===== config.mk =====
export PLATFORM = sky130hd
export DESIGN_NAME = fb_arbiter
export DESIGN_NICKNAME = d
export VERILOG_FILES = /design/src/rtl/fb_arbiter.sv
export SDC_FILE = /design/constraint.sdc
export NUM_CORES = 1
export LEC_CHECK = 0
export BUFFER_PORTS_ARGS = -buffer_cell sky130_fd_sc_hd__buf_2
export CORE_MARGIN = 2
export CORE_UTILIZATION = 45
export DETAILED_ROUTE_END_ITERATION = 8
export PLACE_DENSITY = 0.69
export SLEW_MARGIN = 10
export SYNTH_ARGS = -nofsm -noshare
export SYNTH_HDL_FRONTEND = slang
export SYNTH_SLANG_ARGS = --single-unit

===== constraint.sdc =====
create_clock -name clk_clk -period 3.7 [get_ports clk_clk]
set_clock_uncertainty 0.2 [all_clocks]
set_input_delay 0.37 -clock clk_clk [delete_from_list [all_inputs] [get_ports clk_clk]]
set_output_delay 0.37 -clock clk_clk [all_outputs]
set_load 0.01 [all_outputs]

===== src/rtl/fb_arbiter.sv =====
// Frame-buffer SDRAM arbiter: streams video line reads over Avalon-MM and
// slips in game-logic writes, with a starvation bound on pending writes.
module fb_arbiter #(
    parameter int ADDR_W     = 24,
    parameter int DATA_W     = 16,
    parameter int LINE_WORDS = 160,
    parameter int MAX_OUT    = 4,
    parameter int STARVE_MAX = 8
) (
    input  logic              clk_clk,
    input  logic              reset_reset_n,
    input  logic              vid_req,
    input  logic [ADDR_W-1:0] vid_base,
    output logic              vid_busy,
    output logic [DATA_W-1:0] vid_data,
    output logic              vid_valid,
    input  logic              wr_valid,
    input  logic [ADDR_W-1:0] wr_addr,
    input  logic [DATA_W-1:0] wr_data,
    output logic              wr_ready,
    output logic [ADDR_W-1:0] avm_address,
    output logic              avm_read,
    output logic              avm_write,
    output logic [DATA_W-1:0] avm_writedata,
    input  logic              avm_waitrequest,
    input  logic [DATA_W-1:0] avm_readdata,
    input  logic              avm_readdatavalid,
    output logic              err
);

    localparam int CNT_W = $clog2(LINE_WORDS + 1);
    localparam int OUT_W = $clog2(MAX_OUT + 1);
    localparam int STV_W = $clog2(STARVE_MAX + 1);

    localparam logic [CNT_W-1:0] LINE_C = CNT_W'(LINE_WORDS);
    localparam logic [CNT_W-1:0] LAST_C = CNT_W'(LINE_WORDS - 1);
    localparam logic [OUT_W-1:0] OUT_C  = OUT_W'(MAX_OUT);
    localparam logic [STV_W-1:0] STV_C  = STV_W'(STARVE_MAX);

    typedef enum logic [1:0] {
        ST_IDLE = 2'd0,
        ST_VID  = 2'd1,
        ST_WR   = 2'd2
    } state_t;

    state_t             state_r, state_s;
    logic [ADDR_W-1:0]  base_r, base_s;
    logic [CNT_W-1:0]   issued_r, issued_s;
    logic [CNT_W-1:0]   returned_r, returned_s;
    logic [OUT_W-1:0]   outstanding_r, outstanding_s;
    logic [STV_W-1:0]   starve_r, starve_s;
    logic               busy_s;
    logic               rd_accept_s, wr_accept_s, rdv_ok_s, held_s, start_s;
    logic               rd_elig_s, wr_elig_s;
    logic               read_s, write_s;
    logic [ADDR_W-1:0]  addr_s;
    logic [DATA_W-1:0]  wdata_s;

    assign rd_accept_s = (state_r == ST_VID) && !avm_waitrequest;
    assign wr_accept_s = (state_r == ST_WR) && !avm_waitrequest;
    assign held_s      = (state_r != ST_IDLE) && avm_waitrequest;
    assign rdv_ok_s    = avm_readdatavalid && (outstanding_r != OUT_W'(0));
    assign start_s     = vid_req && !vid_busy;
    // The write handshake completes in the same cycle the controller takes it.
    assign wr_ready    = wr_accept_s;

    // Next values of the line and flow-control counters.
    always_comb begin
        base_s        = base_r;
        issued_s      = issued_r;
        returned_s    = returned_r;
        busy_s        = vid_busy;
        outstanding_s = outstanding_r;
        starve_s      = starve_r;
        if (start_s) begin
            base_s     = vid_base;
            issued_s   = CNT_W'(0);
            returned_s = CNT_W'(0);
            busy_s     = 1'b1;
        end else begin
            if (rd_accept_s) begin
                issued_s = issued_r + CNT_W'(1);
            end else begin
                issued_s = issued_r;
            end
            if (vid_busy && rdv_ok_s) begin
                returned_s = returned_r + CNT_W'(1);
                busy_s     = (returned_r != LAST_C);
            end else begin
                returned_s = returned_r;
            end
        end
        case ({rd_accept_s, rdv_ok_s})
            2'b10:   outstanding_s = outstanding_r + OUT_W'(1);
            2'b01:   outstanding_s = outstanding_r - OUT_W'(1);
            default: outstanding_s = outstanding_r;
        endcase
        if (!wr_valid || wr_accept_s) begin
            starve_s = STV_W'(0);
        end else if (rd_accept_s && (starve_r != STV_C)) begin
            starve_s = starve_r + STV_W'(1);
        end else begin
            starve_s = starve_r;
        end
    end

    // Eligibility is judged on post-update counters so commands can run back to back;
    // wr_valid is stale during its own acceptance cycle and is masked there.
    assign rd_elig_s = busy_s && (issued_s < LINE_C) && (outstanding_s < OUT_C);
    assign wr_elig_s = wr_valid && !wr_accept_s;

    // Next-state: a held command stays put, otherwise arbitrate.
    always_comb begin
        state_s = state_r;
        if (held_s) begin
            state_s = state_r;
        end else if (wr_elig_s && (!rd_elig_s || (starve_s == STV_C))) begin
            state_s = ST_WR;
        end else if (rd_elig_s) begin
            state_s = ST_VID;
        end else begin
            state_s = ST_IDLE;
        end
    end

    // Next command outputs; payload only changes when a new command is chosen.
    always_comb begin
        read_s  = 1'b0;
        write_s = 1'b0;
        addr_s  = avm_address;
        wdata_s = avm_writedata;
        case (state_s)
            ST_VID: begin
                read_s = 1'b1;
                if (!held_s) begin
                    addr_s = base_s + ADDR_W'(issued_s);
                end else begin
                    addr_s = avm_address;
                end
            end
            ST_WR: begin
                write_s = 1'b1;
                if (!held_s) begin
                    addr_s  = wr_addr;
                    wdata_s = wr_data;
                end else begin
                    addr_s  = avm_address;
                    wdata_s = avm_writedata;
                end
            end
            default: begin
                read_s  = 1'b0;
                write_s = 1'b0;
            end
        endcase
    end

    // State register.
    always_ff @(posedge clk_clk or negedge reset_reset_n) begin
        if (!reset_reset_n) begin
            state_r <= ST_IDLE;
        end else begin
            state_r <= state_s;
        end
    end

    // Counter registers.
    always_ff @(posedge clk_clk or negedge reset_reset_n) begin
        if (!reset_reset_n) begin
            base_r        <= {ADDR_W{1'b0}};
            issued_r      <= {CNT_W{1'b0}};
            returned_r    <= {CNT_W{1'b0}};
            outstanding_r <= {OUT_W{1'b0}};
            starve_r      <= {STV_W{1'b0}};
            vid_busy      <= 1'b0;
        end else begin
            base_r        <= base_s;
            issued_r      <= issued_s;
            returned_r    <= returned_s;
            outstanding_r <= outstanding_s;
            starve_r      <= starve_s;
            vid_busy      <= busy_s;
        end
    end

    // Registered Avalon command, video return path and sticky error.
    always_ff @(posedge clk_clk or negedge reset_reset_n) begin
        if (!reset_reset_n) begin
            avm_read      <= 1'b0;
            avm_write     <= 1'b0;
            avm_address   <= {ADDR_W{1'b0}};
            avm_writedata <= {DATA_W{1'b0}};
            vid_valid     <= 1'b0;
            vid_data      <= {DATA_W{1'b0}};
            err           <= 1'b0;
        end else begin
            avm_read      <= read_s;
            avm_write     <= write_s;
            avm_address   <= addr_s;
            avm_writedata <= wdata_s;
            vid_valid     <= rdv_ok_s;
            vid_data      <= rdv_ok_s ? avm_readdata : vid_data;
            err           <= err | (avm_readdatavalid && (outstanding_r == OUT_W'(0)));
        end
    end

endmodule


# Word level (Yosys, flattened, before mapping)
# Index checks and enable logic that the tools add are counted.
# classes
addsub	6
order_cmp	2
eq_ne	11
mux	18
n_bitwise	2
n_reduce_logical	26
# ops
op	count
$mux 24	3
$pmux 24 s2	1
$mux 8	4
$add 24x8->24	1
$add 8x1->8 const B	2
$logic_and 1x1->1	12
$lt 8x8->1 const B	1
$mux 4	2
$ne 8x8->1 const B	1
$eq 2x1->1 const B	3
$eq 2x2->1 const B	3
$pmux 3 s2	1
$reduce_bool 2->1	3
$logic_not 1->1	5
$mux 1	5
$add 4x1->4 const B	1
$eq 4x4->1 const B	1
$mux 2	2
$ne 2x2->1 const B	2
$ne 4x4->1 const B	1
$add 3x1->3 const B	1
$logic_not 3->1	1
$lt 3x3->1 const B	1
$reduce_and 3->1	1
6 further kinds	7
# word_totals
regBits	110
wordCells	79

# Logic depth before layout (Yosys ltp)
# Gate-level depths: netlist of the first run.
# depth
word_depth	15
depth_mapped	16
ltp_nobuf	13

# Worst setup path after synthesis of the first run
# No wires, ideal clock.
# synth_path
path_kind	reg-to-reg
start	register vid_busy
end	register avm_address[14]
t_arrival_ns	3.713
required_ns	3.378
path_slack_ns	-0.334
path_stages_with_launch	17
n_path_buf	4
period_less_slack_ns	4.034
cell_sequence	dfrtp_1 nor2b_1 clkbuf_1 buf_2 clkbuf_1 buf_1 nor2_1 ha_1 fa_1 a211oi_1 nor2_1 o211a_1 nand2_1 nor3_1 xnor2_1 o2111ai_1 a32o_1
# synth_between
elab_chain_cells	14
# synth_rtl
item	line	rtl
start, declared	14	output logic vid_busy,
start signal, assigned	182	vid_busy <= busy_s;
$logic_not 1->1 *	63	assign start_s = vid_req && !vid_busy;
$logic_and 1x1->1 *	63	
$mux 8 *	75	if (start_s) begin
via issued_s[0]	48	logic [CNT_W-1:0] issued_r, issued_s;
$lt 8x8->1	109	assign rd_elig_s = busy_s && (issued_s < LINE_C) && (outstanding_s < OUT_C);
$logic_and 1x1->1 (2 in a row)	109	
$logic_not 1->1	117	end else if (wr_elig_s && (!rd_elig_s || (starve_s == STV_C))) begin
$logic_or 1x1->1	117	
$logic_and 1x1->1	117	
$mux 2	117	
$mux 2	115	if (held_s) begin
$eq 2x1->1 / $eq 2x2->1 (equally long branches)	132	case (state_s)
$ne 2x2->1 (no source line) / $reduce_bool 2->1 (equally long branches)	-	
$reduce_and 3->1 (no source line)	-	
end signal, assigned	191	avm_address <= {ADDR_W{1'b0}};
end signal, assigned	199	avm_address <= addr_s;
end, declared	21	output logic [ADDR_W-1:0] avm_address,
# Mark *: on every way through the listed nets, which the timed path passes. The rest lies on a longest branch. The select of a mux whose other input is x is not followed.
# A chain may end at the register's enable or synchronous reset.

# Worst setup path in the final report of the first run
# layout_path
start	register outstanding_r[0]
end	register avm_address[18]
# layout_between
elab_chain_cells	15
# layout_rtl
item	line	rtl
start, declared	50	logic [OUT_W-1:0] outstanding_r, outstanding_s;
start signal, assigned	173	outstanding_r <= {OUT_W{1'b0}};
start signal, assigned	180	outstanding_r <= outstanding_s;
branches (longest 6 deep; another with $sub 3x1->3)	-	
$logic_and 1x1->1 *	109	
$logic_not 1->1	117	
$logic_or 1x1->1	117	
$logic_and 1x1->1	117	
$mux 2 *	117	
$mux 2 *	115	
$eq 2x1->1 / $eq 2x2->1 (equally long branches)	132	
$ne 2x2->1 (no source line) / $reduce_bool 2->1 (equally long branches)	-	
$reduce_and 3->1 (no source line)	-	
# Every way passes the cells marked *.

==> results.md, run 1 <==
* Largest area contributor in the synthesized netlist: sky130_fd_sc_hd__dfrtp_1
* Level count of the clock H-tree at 3
* Internal power at between 3000 and 4000 uW
* Max Root-Sink Buffers at 2
* Pin count of the biggest net entering global routing at 64
* Synth Area in Compound Gates at between 10 and 15%
* Worst-skew pair later-pin latency at roughly 0.35 ns
* Arrival time of the worst setup path at between 3 and 4 ns
* Max transition margin at between 40% and 50%
* DRT met1 WL at around 6300 um
* Clk Tree Root Cell: sky130_fd_sc_hd__clkbuf_16
* Flip-flop cell with the highest count after synthesis: sky130_fd_sc_hd__dfrtp_1
* Die Ht at 115 um
* Placer Congestion at 0.878
* Most instantiated library cell after synthesis: sky130_fd_sc_hd__nand2_1
* CTS buffer count at 9
* Critical Path End Type: flip-flop
* Fraction of synthesized area in multiplexers at between 5 and 6%
* Number of synthesis warnings at 0
* Fmax at 287 MHz
* CP Buf/Inv Count at 2
* Register clock-pin slew on the reported worst setup and hold paths at around 0.07 ns
* Starting density of the core at 46.3%
* Worst Max-Slew Pin Slew at 0.807 ns
* DRC marker count from the first detailed-route iteration at around 240
* Combinational family with the most area after synthesis: simple AND/OR/NAND/NOR gates
* Hold Slack at just under 0.007 ns
* Critical Path Most Common Cell: sky130_fd_sc_hd__xnor2_1
* Remaining Overflow, GRT at 0
* Final-layout fill cell count at 1,069
* Sequential Power Share at 36.7%
* Cell area after synthesis at between 5000 and 6000 um^2
* Sum of met2 wire segment lengths after detailed routing at roughly 7000 um
* Cell area after layout at around 7000 um^2
* Core region area at roughly 12,000 um^2
* Setup repair after global routing missed its margin: no
* Share of final-layout standard cells stronger than drive strength 1 at roughly 28%
* Wire length of the first global-routing pass at roughly 23,000 um
* Critical path depth in cells at 13
* Leading post-synthesis cells by instance count: 134 x sky130_fd_sc_hd__nand2_1, 110 x sky130_fd_sc_hd__dfrtp_1, 44 x sky130_fd_sc_hd__nor2_1
* Hold violation total from the final report at 0
* Critical-path top delay cell: sky130_fd_sc_hd__dfrtp_2
* Worst-case setup slack after placement at 0.0325 ns
* Total number of vias at between 4,000 and 5,000
* Count of antenna-violating nets left after detailed routing at 0
* Required @ worst endpoint at 3.78 ns
* Worst-path maximum fanout at 9
* Top Family by Delay on Critical Path: compound AO/OA/AOI/OAI gates
* # setup viols final at 0
* Dominant cells by area after synthesis: sky130_fd_sc_hd__dfrtp_1 49%, sky130_fd_sc_hd__nand2_1 9.0%, sky130_fd_sc_hd__xnor2_1 3.1%, sky130_fd_sc_hd__nor2_1 3.0%, sky130_fd_sc_hd__ha_1 2.9%
* Routed length per instance at 15.1 um
* Placement Rows at 40
* CTS tree: done
* Utilization after layout at between 50 and 60%
* EDFF count, synth at 0
* Post-route DRC violation count at 0
* Clock share of power at between 10% and 20%
* Distinct cell type count after synthesis at 64
* Initial antenna violation count at 0
* Area of the die at between 10,000 and 15,000 um^2
* Switching portion of total power at about two fifths
* Number of antenna diodes at 0
* Synthesized-area fraction occupied by adder cells at approximately 3.6%
* DP HPWL at approximately 11,000 um
* Count of state elements after synthesis at 110
* Die outline width at around 120 um
* Power dissipated by switching net loads at 2110 uW
* Synth Net Count at between 600 and 700
* Largest stage delay on the critical path at 0.46 ns
* Hold Crit Class: in -> reg
* Power density over the cells at roughly 760 nW/um^2
* Vias per std cell at about 5.3
* Max-cap violation count at 0
* Placement Cell Area at about 6700 um^2
* Least setup slack across all paths after layout at 0.212 ns
* Number of global-route vias before repair at 4,915
* Cells after synthesis at between 500 and 600
* Peak VDD IR at approximately 430 uV
* Area Overhead vs Synth at 25.1%
* Syn avg cell area at 9.41 um^2
* Post-route clock period utilization at around 94%
* Number of cell instances on the worst register-to-register path at 13
* Final max-slew violation count at 0
* Total negative setup slack at 0 ns
* Num Clock Sinks at 110
* Sequential Area at roughly 2800 um^2
* Result of the run: complete, no violations
* Worst Path Class, Setup: reg -> reg
* Static Leak at approximately 0.0034 uW
* Total area of multi-input combinational cells at roughly 2700 um^2
* Final worst path period need at ~3.5 ns
* Worst hold path stage count at 3
* Fraction of post-synthesis cell area in the top cell type by area at 49.2%
* Simple-Gate Fraction of Synth Area at around 19%
* Sequential share of the synthesized area at about half
* Met3 wire len at ~480 um
* Detailed-routing iteration count for the pre-antenna-repair pass at 4
* Overall Global Routing Usage at between 20% and 30%
* XOR/XNOR share of the synthesized area at 4.70%
* I/O pin count at ~150
* Sequence of cells on the critical path: o31ai_4 -> clkinv_2 -> ha_4 -> fa_2 -> xnor2_1 -> nor2_1 -> xnor2_1 -> nand2_2 -> o311a_1 -> o21a_2 -> buf_4 -> o31a_1 -> a21oi_1
* FFs w/ async S/R, synth at 100%
* I/O Buffers at approximately 150
* Number of nets in the layout at 857
* Top routing layer used: met4
* Comb power frac at ~46%
* Startpoint Class: flip-flop
* Detailed-route wire length at 14,000 um
## stage by stage
step                total power [uW]  instances
floorplan                       3560        594
global placement                4320        908
detailed placement              4410        908
CTS                             5330        927
global route                    5720        929
finish                          5300        929
## routing by layer
layer	up-vias	global-route usage [%]
li1	2394	-
met1	2393	28.8
met2	96	37.0
met3	23	3.92
met4	0	6.75
met5	-	0
## power by group through the flow
stage	Clock, uW	Combinational, uW	Sequential, uW
after floorplan	0	1480	2080
after global placement	0	2370	1940
after detailed placement	0	2440	1960
after CTS	940	2450	1950
after global routing	996	2720	2000
final	922	2430	1940
## sequential cells by signal, summed over array words and instances, names as in the netlist
name	count
avm_read	1
base_r	24
returned_r	8
avm_write	1
starve_r	4
outstanding_r	3
state_r	2
err	1
avm_address	24
vid_valid	1
avm_writedata	16
vid_data	16
vid_busy	1
issued_r	8
## worst min-delay path, stage by stage
cell,delay (ns)
sky130_fd_sc_hd__buf_2,0.07
sky130_fd_sc_hd__nand2_1,0.04
sky130_fd_sc_hd__nand2_1,0.05
## cell families (layout without fill, tap and decap cells)
| kind of cell | Yosys count | after routing |
|---|---|---|
| and+or+nand+nor | 242 | 242 |
| xor gates and xnor gates | 30 | 30 |
| AOI/OAI and AO/OA | 125 | 125 |
| adders and majority gates | 15 | 15 |
| muxes | 27 | 27 |
| buffers and inverters | 45 | 212 |
| DFF | 110 | 110 |
## cell usage in the layout (no fill, tap or decap), types with 3 or more instances in the layout
cell type / n
sky130_fd_sc_hd__nor4_1: 3
sky130_fd_sc_hd__buf_4: 26
sky130_fd_sc_hd__o211ai_1: 10
sky130_fd_sc_hd__a21oi_1: 25
sky130_fd_sc_hd__mux2_1: 10
sky130_fd_sc_hd__clkbuf_16: 9
sky130_fd_sc_hd__nand2b_1: 4
sky130_fd_sc_hd__a21o_1: 9
sky130_fd_sc_hd__o21ai_0: 22
sky130_fd_sc_hd__xnor2_1: 20
sky130_fd_sc_hd__nor2_1: 44
sky130_fd_sc_hd__ha_1: 11
sky130_fd_sc_hd__o31ai_1: 3
sky130_fd_sc_hd__inv_1: 17
sky130_fd_sc_hd__mux2_2: 7
sky130_fd_sc_hd__dfrtp_1: 109
sky130_fd_sc_hd__o21ai_1: 10
sky130_fd_sc_hd__nand2_1: 133
sky130_fd_sc_hd__nand4_1: 10
sky130_fd_sc_hd__a31oi_1: 18
sky130_fd_sc_hd__a21oi_2: 3
sky130_fd_sc_hd__dlygate4sd3_1: 3
sky130_fd_sc_hd__xor2_1: 10
sky130_fd_sc_hd__mux2i_1: 10
sky130_fd_sc_hd__nand3_1: 21
sky130_fd_sc_hd__buf_2: 146
sky130_fd_sc_hd__or3_1: 3
sky130_fd_sc_hd__nor3_1: 6
## worst paths after layout
check	from	end	slack [ns]
worst max-delay path	outstanding_r[0]	avm_address[18]	0.21
worst min-delay path	avm_readdata[6]	vid_data[6]	0.007
worst max register to register	outstanding_r[0]	avm_address[18]	0.21
worst min register to register	err	err	0.26
max in group asynchronous	reset_reset_n	avm_address[1]	2.11
min in group asynchronous	reset_reset_n	vid_data[2]	0.44
## final cells by class
type                            count  share of cell area (%)
Clock buffer                       12                    3.52
Clock inverter                      4                   0.447
Inverter                           19                    1.04
Multi-Input combinational cell    439                    38.4
Sequential cell                   110                    39.4
Tap cell                          168                    3.01
Timing Repair Buffer              177                    14.2
## repair_timing
item                                    4_1_cts  5_1_grt
gates resized for setup                       0        4
hold buffers                                  3        0
hold endpoints to repair                     64        0
endpoints found under the setup margin        0        8
buffers inserted                              0        2
Power figures use the tool's default switching activity.
==> run 2, diff against run 1 <==
Settings changed: CORE_ASPECT_RATIO from default to 0.75, HOLD_SLACK_MARGIN from default to 0.08.
==> results.md, run 2 (synthesis results as in run 1) <==
* Result of the run: complete, no violations
* Pin count of the biggest net entering global routing at 47 (-27%)
* Sequence of cells on the critical path: nor3b_2 -> inv_2 -> nor4_4 -> mux2i_1 -> ha_1 -> a21o_1 -> or3_1 -> o211a_1 -> nand2_1 -> nor3_1 -> xnor2_1 -> o2111ai_1 -> a32o_1
* Peak VDD IR at 305 uV (-29%)
* Overall Global Routing Usage at 24.5% (+2.6 points)
* DP HPWL at 11,400 um (+7.9%)
* Die Ht at 101 um (-13%)
* Detailed-routing iteration count for the pre-antenna-repair pass at 5 (+1)
* Detailed-route wire length at 15,900 um (+13%)
* Worst-skew pair later-pin latency at 0.35 ns (about the same)
* Arrival time of the worst setup path at 3.60 ns (+0.03 ns)
* Final worst path period need at 3.56 ns (+0.0707 ns)
* Area Overhead vs Synth at 34.5%
* Placement Rows at 35 (-13%)
* Number of antenna diodes at 0 (unchanged)
* Max transition margin at 55.3% (+9.1 points)
* Largest registers: avm_address (24), base_r (24)
* Share of final-layout standard cells stronger than drive strength 1 at 27.4% (-0.81 points)
* Post-route DRC violation count at 0 (unchanged)
* Area of the die at 13,300 um^2 (about the same)
* Hold Crit Class: in -> reg
* Startpoint Class: flip-flop
* Initial antenna violation count at 0 (unchanged)
* Max Root-Sink Buffers at 2 (unchanged)
* Critical-path top delay cell: sky130_fd_sc_hd__dfrtp_1
* Total number of vias at 5,214 (+6.3%)
* Utilization after layout at 61.5% (+3.6 points)
* DRC marker count from the first detailed-route iteration at 334 (+39%)
* Hold Slack at 0.0876 ns (+0.0809 ns)
* Static Leak at 0.00367 uW (+7.0%)
* Critical Path End Type: flip-flop
* Wire length of the first global-routing pass at 25,800 um (+12%)
* Level count of the clock H-tree at 3 (unchanged)
* Post-route total power at 5640 uW (+6.4%)
* Vias per std cell at 5.35 (+1.3%)
* Count of antenna-violating nets left after detailed routing at 0 (unchanged)
* Placer Congestion at 0.923 (+5.1%)
* Largest stage delay on the critical path at 0.42 ns (-0.04 ns)
* Worst-path maximum fanout at 5 (-4)
* # setup viols final at 0 (unchanged)
* Num Clock Sinks at 110 (unchanged)
* Die outline width at 133 um (+15%)
* I/O pin count at 148 (unchanged)
* Final max-slew violation count at 0 (unchanged)
* Number of nets in the layout at 905 (+5.6%)
* Starting density of the core at 45.8% (-0.59 points)
* Post-route clock period utilization at 96.2% (+1.9 points)
* Remaining Overflow, GRT at 0 (unchanged)
* Most used cells in the layout excluding fill and tap cells: 146 x sky130_fd_sc_hd__buf_2, 132 x sky130_fd_sc_hd__nand2_1, 109 x sky130_fd_sc_hd__dfrtp_1
* Worst Max-Slew Pin Slew at 0.651 ns (-0.156 ns)
* CTS buffer count at 9 (unchanged)
* Most common cell after layout, fill and taps aside: sky130_fd_sc_hd__buf_2
* Required @ worst endpoint at 3.74 ns (-0.04 ns)
* Hold violation total from the final report at 0 (unchanged)
* Register clock-pin slew on the reported worst setup and hold paths at 0.07 ns (about the same)
* CTS tree: done
* Routed length per instance at 16.3 um (+7.9%)
* Setup repair after global routing missed its margin: yes
* Number of global-route vias before repair at 5,297 (+7.8%)
* Fmax at 281 MHz (-2.0%)
* I/O Buffers at 147 (unchanged)
* Max-cap violation count at 0 (unchanged)
* Core region area at 12,200 um^2 (+1.3%)
* Power density over the cells at 750 nW/um^2 (-1.1%)
* Clk Tree Root Cell: sky130_fd_sc_hd__clkbuf_16
* Worst Path Class, Setup: reg -> reg
-- run 2: cell types whose count changed in the layout (fill, tap and decap cells not counted), moves of 2 or more --
cell / delta
sky130_fd_sc_hd__dlygate4sd3_1: +44
sky130_fd_sc_hd__buf_4: +5
sky130_fd_sc_hd__bufinv_16: +2
sky130_fd_sc_hd__clkbuf_1: -2
sky130_fd_sc_hd__inv_8: +2
-- run 2: worst paths after layout --
path                       depth (start not counted)          start  slack (ns)              end
min in group asynchronous                          2  reset_reset_n        0.36      starve_r[2]
max in group asynchronous                          3  reset_reset_n        2.09       base_r[23]
hold reg to reg                                    1            err        0.26              err
setup reg to reg                                  13     state_r[0]        0.14  avm_address[14]
setup / recovery                                  13     state_r[0]        0.14  avm_address[14]
hold / removal                                     3    wr_addr[13]        0.09  avm_address[13]
-- run 2: critical path, delay by kind of cell, from the launching register on --
kind                       cells  cell delay [ns]
AOI/OAI and AO/OA              4             0.86
buffers and inverters          1             0.10
and+or+nand+nor                5             1.02
DFF                            1             0.42
xor gates and xnor gates       1             0.32
adders and majority gates      1             0.27
muxes                          1             0.26
-- run 2: through the flow --
stage | TNS, ns | cells | instance area (um^2) | setup slack [ns]
2_1_floorplan | -0.00409 | 594 | 5620 | -0.00409
3_3_place_gp | 0 | 910 | 6670 | 0.198
3_5_place_dp | 0 | 910 | 6670 | 0.0894
4_1_cts | 0 | 973 | 7470 | 0.120
5_1_grt | -0.106 | 975 | 7520 | -0.0637
6_report | 0 | 975 | 7520 | 0.141
-- run 2: metal layers --
metal	up-vias	part of all wire, %	global-route usage (%)	routed length (um)
li1	2480	-	-	-
met1	2530	45	33.0	7100
met2	179	49	40.1	7750
met3	25	4.9	4.93	784
met4	0	1.6	8.11	248
met5	-	0	0	0
-- run 2: layout make-up --
cell class / count / area (um^2)
clock buffers: 9 / 225
clock inverters: 7 / 105
fillers: 989 / 4700
inverters: 19 / 72.6
multi-input cells: 439 / 2700
flip-flops and latches: 110 / 2750
well taps: 166 / 208
repair buffers: 225 / 1450
-- run 2: what timing repair did --
item	CTS	global route
endpoints found under the setup margin	0	16
setup buffers	0	2
hold buffers	47	0
hold endpoints to repair	90	0
gates resized for setup	0	6
-- run 2: report_power, final --
part | internal [uW] | switching [uW]
clock | 605 | 464
sequential | 1680 | 284
combinational | 1090 | 1520
==> run 3, diff against run 2 <==
Settings changed: CELL_PAD_IN_SITES_DETAIL_PLACEMENT from default to 1, CELL_PAD_IN_SITES_GLOBAL_PLACEMENT from default to 1, CORE_UTILIZATION 45 to 36, PLACE_DENSITY 0.69 to 0.73.
==> results.md, run 3 (synthesis results as in run 1) <==
* DRC marker count from the first detailed-route iteration at 279 (-16%)
* Fmax at 276 MHz (-1.6%)
* DP HPWL at 12,800 um (+13%)
* Largest registers: avm_address (24), base_r (24)
* Arrival time of the worst setup path at 3.65 ns (+0.05 ns)
* Share of final-layout standard cells stronger than drive strength 1 at 28.3% (+0.87 points)
* Most common cell after layout, fill and taps aside: sky130_fd_sc_hd__buf_2
* Critical Path End Type: flip-flop
* Final max-slew violation count at 0 (unchanged)
* Hold Crit Class: in -> reg
* Detailed-routing iteration count for the pre-antenna-repair pass at 5 (unchanged)
* Detailed-route wire length at 18,200 um (+15%)
* Peak VDD IR at 288 uV (-5.4%)
* Core region area at 15,200 um^2 (+25%)
* Required @ worst endpoint at 3.74 ns (about the same)
* I/O pin count at 148 (unchanged)
* Total number of vias at 5,335 (+2.3%)
* Clk Tree Root Cell: sky130_fd_sc_hd__clkbuf_16
* Max Root-Sink Buffers at 2 (unchanged)
* Utilization after layout at 50.1% (-11 points)
* Overall Global Routing Usage at 22.5% (-2.0 points)
* Power density over the cells at 741 nW/um^2 (-1.1%)
* Pin count of the biggest net entering global routing at 73 (+55%)
* Area of the die at 16,600 um^2 (+24%)
* Register clock-pin slew on the reported worst setup and hold paths at 0.08 ns (about the same)
* Hold violation total from the final report at 0 (unchanged)
* Remaining Overflow, GRT at 0 (unchanged)
* Worst Max-Slew Pin Slew at 0.921 ns (+0.269 ns)
* CTS buffer count at 9 (unchanged)
* Setup repair after global routing missed its margin: yes
* Area Overhead vs Synth at 36.5%
* Starting density of the core at 36.7% (-9.0 points)
* Post-route clock period utilization at 97.8% (+1.6 points)
* Number of global-route vias before repair at 5,693 (+7.5%)
* Worst-case setup slack after placement at 0.0472 ns (-0.0422 ns)
* Number of nets in the layout at 913 (+0.88%)
* Least setup slack across all paths after layout at 0.0821 ns (-0.0593 ns)
* Most used cells in the layout excluding fill and tap cells: 146 x sky130_fd_sc_hd__buf_2, 133 x sky130_fd_sc_hd__nand2_1, 109 x sky130_fd_sc_hd__dfrtp_1
* Max-cap violation count at 0 (unchanged)
* Level count of the clock H-tree at 3 (unchanged)
* Placement Rows at 39 (+11%)
* Worst Path Class, Setup: reg -> reg
* Post-route total power at 5660 uW (+0.38%)
* Vias per std cell at 5.22 (-2.4%)
* # setup viols final at 0 (unchanged)
* Die Ht at 112 um (+11%)
* Wire length of the first global-routing pass at 29,600 um (+15%)
* Die outline width at 148 um (+11%)
* Startpoint Class: flip-flop
* I/O Buffers at 147 (unchanged)
* Static Leak at 0.00369 uW (+0.55%)
* Count of antenna-violating nets left after detailed routing at 0 (unchanged)
* Worst-path maximum fanout at 3 (-2)
* Routed length per instance at 17.8 um (+9.5%)
* Num Clock Sinks at 110 (unchanged)
* Worst-skew pair later-pin latency at 0.36 ns (about the same)
* Max transition margin at 38.6% (-17 points)
* Initial antenna violation count at 1 (+1)
* CTS tree: done
* Post-route DRC violation count at 0 (unchanged)
* Final worst path period need at 3.62 ns (+0.0593 ns)
* Placer Congestion at 0.835 (-9.5%)
* Result of the run: complete, no violations
==> run 3: cell count changes in the layout (fill, tap and decap cells not counted), moves of 2 or more <==
cell                            delta
sky130_fd_sc_hd__buf_4             +4
sky130_fd_sc_hd__dlygate4sd3_1     +4
sky130_fd_sc_hd__bufinv_16         -2
sky130_fd_sc_hd__nor2_1            -2
sky130_fd_sc_hd__nor2_2            +2
==> run 3: final cells by class <==
cell class,instances,area (um^2)
repair buffers,233,1520
well taps,205,256
clock inverters,6,56.3
fillers,1799,7590
clock buffers,9,225
diodes,1,2.50
multi-input cells,439,2740
inverters,19,72.6
flip-flops and latches,110,2750
==> run 3: worst paths after layout <==
path | start | end | slack (ns) | depth (start not counted)
max in group asynchronous | reset_reset_n | avm_address[23] | 1.93 | 3
setup reg to reg | state_r[1] | avm_address[14] | 0.08 | 14
hold reg to reg | err | err | 0.27 | 1
setup / recovery | state_r[1] | avm_address[14] | 0.08 | 14
min in group asynchronous | reset_reset_n | avm_writedata[10] | 0.48 | 2
hold / removal | wr_addr[16] | avm_address[16] | 0.09 | 3
==> run 3: worst max-delay path, stage by stage, from the launching register on <==
cell and delay (ns):
sky130_fd_sc_hd__dfrtp_1 0.41, sky130_fd_sc_hd__nor3b_2 0.25, sky130_fd_sc_hd__inv_2 0.10, sky130_fd_sc_hd__nor4_4 0.27, sky130_fd_sc_hd__mux2i_1 0.29, sky130_fd_sc_hd__ha_1 0.29, sky130_fd_sc_hd__a21o_1 0.20, sky130_fd_sc_hd__or3_1 0.32
sky130_fd_sc_hd__o211a_1 0.24, sky130_fd_sc_hd__nand2_1 0.09, sky130_fd_sc_hd__nor3_1 0.06, sky130_fd_sc_hd__xnor2_1 0.23, sky130_fd_sc_hd__buf_4 0.17, sky130_fd_sc_hd__o2111ai_2 0.12, sky130_fd_sc_hd__a32o_1 0.26
==> run 3: layer usage <==
| layer | part of all wire, % | routed length [um] | vias to the layer above | global-route usage (%) |
|---|---|---|---|---|
| met5 | 0 | 0 | - | 0 |
| met4 | 1.4 | 256 | 0 | 5.97 |
| met3 | 3.4 | 617 | 22 | 3.81 |
| met2 | 50 | 9080 | 113 | 38.1 |
| met1 | 45 | 8280 | 2696 | 30.2 |
| li1 | - | - | 2504 | - |
==> run 3: per-stage QoR <==
stage / setup TNS, ns / hold WS [ns] / cell area (um^2) / cells
after floorplan: -0.00409 / -0.126 / 5620 / 594
after global placement: 0 / 0.245 / 6730 / 950
after detailed placement: 0 / 0.245 / 6730 / 950
after CTS: 0 / 0.0841 / 7520 / 1016
after global routing: -0.0979 / 0.104 / 7630 / 1022
final: 0 / 0.0887 / 7630 / 1022
==> run 3: power by group <==
part           leakage, uW  switching, uW  internal [uW]
clock             0.000136            482            468
combinational      0.00221           1600           1140
sequential         0.00135            286           1680
total              0.00369           2370           3290
==> run 3: what timing repair did <==
action / 4_1_cts / 5_1_grt
buffers inserted: 0 / 5
gates resized for setup: 0 / 14
setup endpoints to repair: 0 / 24
hold endpoints to repair: 120 / 0
hold buffers: 51 / 0
